**src/rtl/serial_deserializer_if.sv**
```systemverilog
// Handshake and data bundle between the serial deserializer and its neighbours.
// slave: the deserializer itself; master: upstream bit source plus downstream consumer.
interface serial_deserializer_if #(
    parameter int WIDTH = 8
);
    logic             sin;
    logic             sin_valid;
    logic             start;
    logic [WIDTH-1:0] dout;
    logic             dout_valid;
    logic             dout_ready;
    logic             busy;
    logic             overflow;

    modport slave (
        input  sin,
        input  sin_valid,
        input  start,
        input  dout_ready,
        output dout,
        output dout_valid,
        output busy,
        output overflow
    );

    modport master (
        output sin,
        output sin_valid,
        output start,
        output dout_ready,
        input  dout,
        input  dout_valid,
        input  busy,
        input  overflow
    );
endinterface

```
**src/rtl/serial_deserializer.sv**
```systemverilog
// Serial-to-parallel stage: assembles WIDTH-bit words from a strobed bit stream,
// presents each word on a valid/ready handshake and flags protocol errors.
module serial_deserializer #(
    parameter int WIDTH     = 8,
    parameter int LSB_FIRST = 0
) (
    input  logic                 clock,
    input  logic                 clear_n,
    serial_deserializer_if.slave bus
);
    localparam int CW = $clog2(WIDTH);
    localparam logic [CW-1:0] LAST_BIT = CW'(WIDTH - 1);

    localparam logic [1:0] IDLE  = 2'd0;
    localparam logic [1:0] SHIFT = 2'd1;
    localparam logic [1:0] HOLD  = 2'd2;

    logic [1:0]       state;
    logic [WIDTH-1:0] sreg;
    logic [CW-1:0]    cnt;
    logic [WIDTH-1:0] dout_r;
    logic             dout_valid_r;
    logic             overflow_r;
    logic [WIDTH-1:0] shifted;

    // Shift register contents after accepting the current sin bit.
    always_comb begin
        shifted = sreg;
        if (LSB_FIRST != 0) begin
            shifted = {bus.sin, sreg[WIDTH-1:1]};
        end else begin
            shifted = {sreg[WIDTH-2:0], bus.sin};
        end
    end

    // Frame state machine, bit assembly, output word and sticky error flag.
    always_ff @(posedge clock or negedge clear_n) begin
        if (!clear_n) begin
            state        <= IDLE;
            sreg         <= '0;
            cnt          <= '0;
            dout_r       <= '0;
            dout_valid_r <= 1'b0;
            overflow_r   <= 1'b0;
        end else begin
            case (state)
                IDLE: begin
                    if (bus.start) begin
                        state <= SHIFT;
                        cnt   <= '0;
                        sreg  <= '0;
                    end
                end
                SHIFT: begin
                    // A new start wins over a concurrent bit: the frame restarts empty.
                    if (bus.start) begin
                        cnt  <= '0;
                        sreg <= '0;
                    end else if (bus.sin_valid) begin
                        sreg <= shifted;
                        cnt  <= cnt + 1'b1;
                        if (cnt == LAST_BIT) begin
                            dout_r       <= shifted;
                            dout_valid_r <= 1'b1;
                            cnt          <= '0;
                            state        <= HOLD;
                        end
                    end
                end
                HOLD: begin
                    if (dout_valid_r && bus.dout_ready) begin
                        dout_valid_r <= 1'b0;
                        if (bus.start) begin
                            state <= SHIFT;
                            cnt   <= '0;
                            sreg  <= '0;
                        end else begin
                            state <= IDLE;
                        end
                    end else if (bus.start) begin
                        overflow_r <= 1'b1;
                    end
                end
                default: begin
                    state <= IDLE;
                end
            endcase
        end
    end

    // Outputs come straight from registers; busy decodes the registered state.
    always_comb begin
        bus.dout       = dout_r;
        bus.dout_valid = dout_valid_r;
        bus.overflow   = overflow_r;
        bus.busy       = (state != IDLE);
    end
endmodule

```
**src/flat_wrapper.sv**
```systemverilog
// flat-port wrapper written by rule: the top's interface ports become plain ports
module serial_deserializer_flat 
#(
    parameter int WIDTH     = 8,
    parameter int LSB_FIRST = 0
)
  (clock, clear_n, bus_sin, bus_sin_valid, bus_start, bus_dout_ready, bus_dout, bus_dout_valid, bus_busy, bus_overflow);
  serial_deserializer_if #(.WIDTH(WIDTH)) bus_i ();
  input  logic clock;
  input  logic clear_n;
  input wire logic [$bits(bus_i.sin)-1:0] bus_sin;
  input wire logic [$bits(bus_i.sin_valid)-1:0] bus_sin_valid;
  input wire logic [$bits(bus_i.start)-1:0] bus_start;
  input wire logic [$bits(bus_i.dout_ready)-1:0] bus_dout_ready;
  output wire logic [$bits(bus_i.dout)-1:0] bus_dout;
  output wire logic [$bits(bus_i.dout_valid)-1:0] bus_dout_valid;
  output wire logic [$bits(bus_i.busy)-1:0] bus_busy;
  output wire logic [$bits(bus_i.overflow)-1:0] bus_overflow;
  assign bus_i.sin = bus_sin;
  assign bus_i.sin_valid = bus_sin_valid;
  assign bus_i.start = bus_start;
  assign bus_i.dout_ready = bus_dout_ready;
  assign bus_dout = bus_i.dout;
  assign bus_dout_valid = bus_i.dout_valid;
  assign bus_busy = bus_i.busy;
  assign bus_overflow = bus_i.overflow;
  serial_deserializer #(.WIDTH(WIDTH), .LSB_FIRST(LSB_FIRST)) u_core (.clock(clock), .clear_n(clear_n), .bus(bus_i));
endmodule
```
**config.mk**
```make
export PLATFORM = sky130hd
export DESIGN_NAME = serial_deserializer_flat
export DESIGN_NICKNAME = d
export VERILOG_FILES = /design/src/rtl/serial_deserializer_if.sv /design/src/rtl/serial_deserializer.sv /design/src/flat_wrapper.sv
export SDC_FILE = /design/constraint.sdc
export NUM_CORES = 1
export LEC_CHECK = 0
export CAP_MARGIN = 20
export CORE_UTILIZATION = 58
export DETAILED_ROUTE_END_ITERATION = 16
export DONT_BUFFER_PORTS = 1
export HOLD_SLACK_MARGIN = 0.1
export PLACE_DENSITY_LB_ADDON = 0.2
export SYNTH_ARGS = -nofsm -noshare
export SYNTH_HDL_FRONTEND = slang
export SYNTH_SLANG_ARGS = --single-unit
```
**constraint.sdc**
```tcl
create_clock -name clock -period 1.9 [get_ports clock]
set_clock_uncertainty 0.2 [all_clocks]
set_input_delay 0.38 -clock clock [delete_from_list [all_inputs] [get_ports clock]]
set_output_delay 0.38 -clock clock [all_outputs]
set_load 0.01 [all_outputs]
```
==> results of run 1 <==
==> path summary, 6_finish.rpt <==
| kind | from | to | slack, ps | cells after the start |
|---|---|---|---|---|
| worst max-delay path | bus_dout_ready | u_core.bus.overflow | 120 | 5 |
| worst min-delay path | bus_sin_valid | u_core.state[0] | 140 | 3 |
| worst max register to register | u_core.cnt[0] | u_core.bus.dout[5] | 220 | 4 |
| worst min register to register | u_core.sreg[6] | u_core.sreg[6] | 320 | 1 |
| max in group asynchronous | clear_n | u_core.bus.dout[6] | 460 | 1 |
| min in group asynchronous | clear_n | u_core.cnt[2] | 460 | 1 |
==> critical path: stages <==
cell           delay (ps)
dlygate4sd3_1         580
nand2_1                70
nand3b_1               90
o21bai_1              140
dlygate4sd3_1         560
==> kinds of logic after synthesis <==
group	synth area share
AO/OA/AOI/OAI	0.133
adder cells (fa/ha/maj)	0.0282
buffers and inverters	0.0268
flip-flops	0.621
multiplexers	0.102
AND/OR/NAND/NOR	0.0903
==> state kept, by name, indices dropped and copies added (netlist names) <==
name / flops
u_core.cnt: 3
u_core.bus.overflow: 1
u_core.bus.dout_valid: 1
u_core.state: 2
u_core.bus.dout: 8
u_core.sreg: 7
==> routing by layer <==
metal,global-route usage,up-vias,part of all wire,wire [um]
li1,-,244,-,-
met1,0.262,274,0.49,732
met2,0.293,11,0.46,683
met3,0.0598,2,0.046,69
met4,0.0968,0,0.0087,13
met5,0,-,0,0
==> cell type report <==
cell class	count	area, um^2
inverters	2	7.51
clock buffers	4	36.3
fillers	96	383
well taps	15	18.8
flip-flops and latches	22	551
multi-input cells	37	313
repair buffers	6	57.6
==> report_power, final <==
group	switching (W)	internal [W]	total, W
clock	0.000138	0.000117	0.000254
combinational	0.0000230	0.0000162	0.0000392
sequential	0.00000504	0.000475	0.000480
total	0.000166	0.000608	0.000773
==> layout by cell type (no fill, tap or decap), drive strengths merged, types with 2 or more instances in the layout <==
cell         count
a21oi            2
mux2             8
nand3b           2
ha               2
dlygate4sd3      5
dfrtp           22
nand2            6
clkbuf           4
inv              2
a22o             8
==> through the flow <==
step	hold slack (ps)	power, W
after detailed placement	-115	0.000512
after global placement	-115	0.000510
final	140	0.000773
after global routing	160	0.000799
after CTS	132	0.000777
after floorplan	-116	0.000507
==> repair_timing <==
item	CTS	global route
hold buffers	5	0
buffers inserted	0	0
hold endpoints to repair	28	0
==> impl_metrics.toml, run 1 <==
[status]
run_status = "finished, final reports clean"

[place]
post-place-ws_ps = 226
postPlaceCellArea_um2 = 897
gp_weighted_congestion = 0.650
hpwl_um = 960
placed_cells_incl_taps = 77
io_buffers = 0

[synth]
synth-seq-area-share = 0.621
number_of_unique_standard_cell_types_used_by_synthesis = 20
synth.cells.most_frequent = "dfrtp_1, a22o_1, mux2_2"
mappedNetlistArea_um2 = 887
yosys_register_bits = 22
ys_async_sr_fraction = 1.00
synth.yosys.warnings = 0
syn-num-nets = 71
syn-instance-count = 63
ys.flop_type = "dfrtp_1"
synth_enable_flop_cells = 0
yosysMostFrequentCell = "dfrtp_1"
synth_top_cell_by_area = "dfrtp_1"
syn_avg_cell_area_um2 = 14.1
synth_top_area_share = 0.621
netlist_top_cells_area = "dfrtp_1, mux2_2, a22o_1"

[global_route]
grt.overflow.total = 0
global_route.usage.total = 0.197
antenna_found_initial = 0
grt_pass1_vias = 474
grt_start_max_net_pins = 23
global_route_wire_length_before_repair_mm = 2.04

[clocking]
insertion_delay_ps = 300
post_cts.resized_instances = 0
path_clk_slew_ps = 120
cts_buffers = 3
clock_tree_from_tritoncts = "built"
cts_htree_levels = 1
clock_sink_count = 22
clock_path_buffers = 2
clock-root-buffer = "clkbuf_4"

[sta]
timing.final.crit_share = 0.936
relSlewSlack = 0.360
final_worst_setup_slack_ps = 122
final_hold_viol_count = 0
worst-slew-pin-transition_ps = 956
timing.final.crit_period_ps = 1780
final.setup.tns_ps = 0
grt_setup_unrepaired = "no"
report.final.setup_viol = 0
max_freq_mhz = 563
finalMaxSlewViolations = 0

[critical_path]
cp_capture_type = "register"
critPathLaunchType = "input port"
timing.critical_path.required_ps = 1950
critPathArrivalTime_ps = 1830
timing_worst_setup_path_type = "in2reg"
worst-path-max-fanout = 3

[cells_and_area]
layout-area-overhead-vs-synth_pct = 10.9
num-nets-final = 80
stdcell_count = 86
antennaDiodeCount = 0
finish.instance_area_um2 = 983
utilization = 0.720
final_layout_size_suffix_gt1_frac = 0.225

[die]
floorplan.io_pins = 17
total_number_of_placement_rows = 13
floorplan.die.height_um = 41.1
dieArea_um2 = 1690
starting_density_of_the_core = 0.649
core-area_um2 = 1370
die_w_um = 41.1

[job]
max-cap-violations = 0

[drt]
via_count = 531
number_of_drc_violations_after_detailed_routing = 0
drt_pass1_iterations = 4
via_per_inst = 6.17
number_of_drc_violations_after_detailed_routing_iteration_0 = 5
route.detailed.wl_per_inst_um = 17.4
finalWirelength_mm = 1.50
drtAntennaViolNets = 0

[worst_hold_path]
hold_path_class = "in2reg"

[pwr]
total_leakage_power_nw = 0.508
p_per_area_nw_per_um2 = 786
worst_ir_drop_vdd_mv = 0.550
Note: power is estimated with default switching activity, not from simulation.
==> inputs of run 2 (changes only) <==
--- a/config.mk
+++ b/config.mk
@@ -9,6 +9,7 @@
 export CORE_UTILIZATION = 58
 export DETAILED_ROUTE_END_ITERATION = 16
 export DONT_BUFFER_PORTS = 1
+export GPL_TIMING_DRIVEN = 1
 export HOLD_SLACK_MARGIN = 0.1
 export PLACE_DENSITY_LB_ADDON = 0.2
 export SYNTH_ARGS = -nofsm -noshare
==> results of run 2 <==
The final DEF is identical to that of run 1; final timing and power are the same.
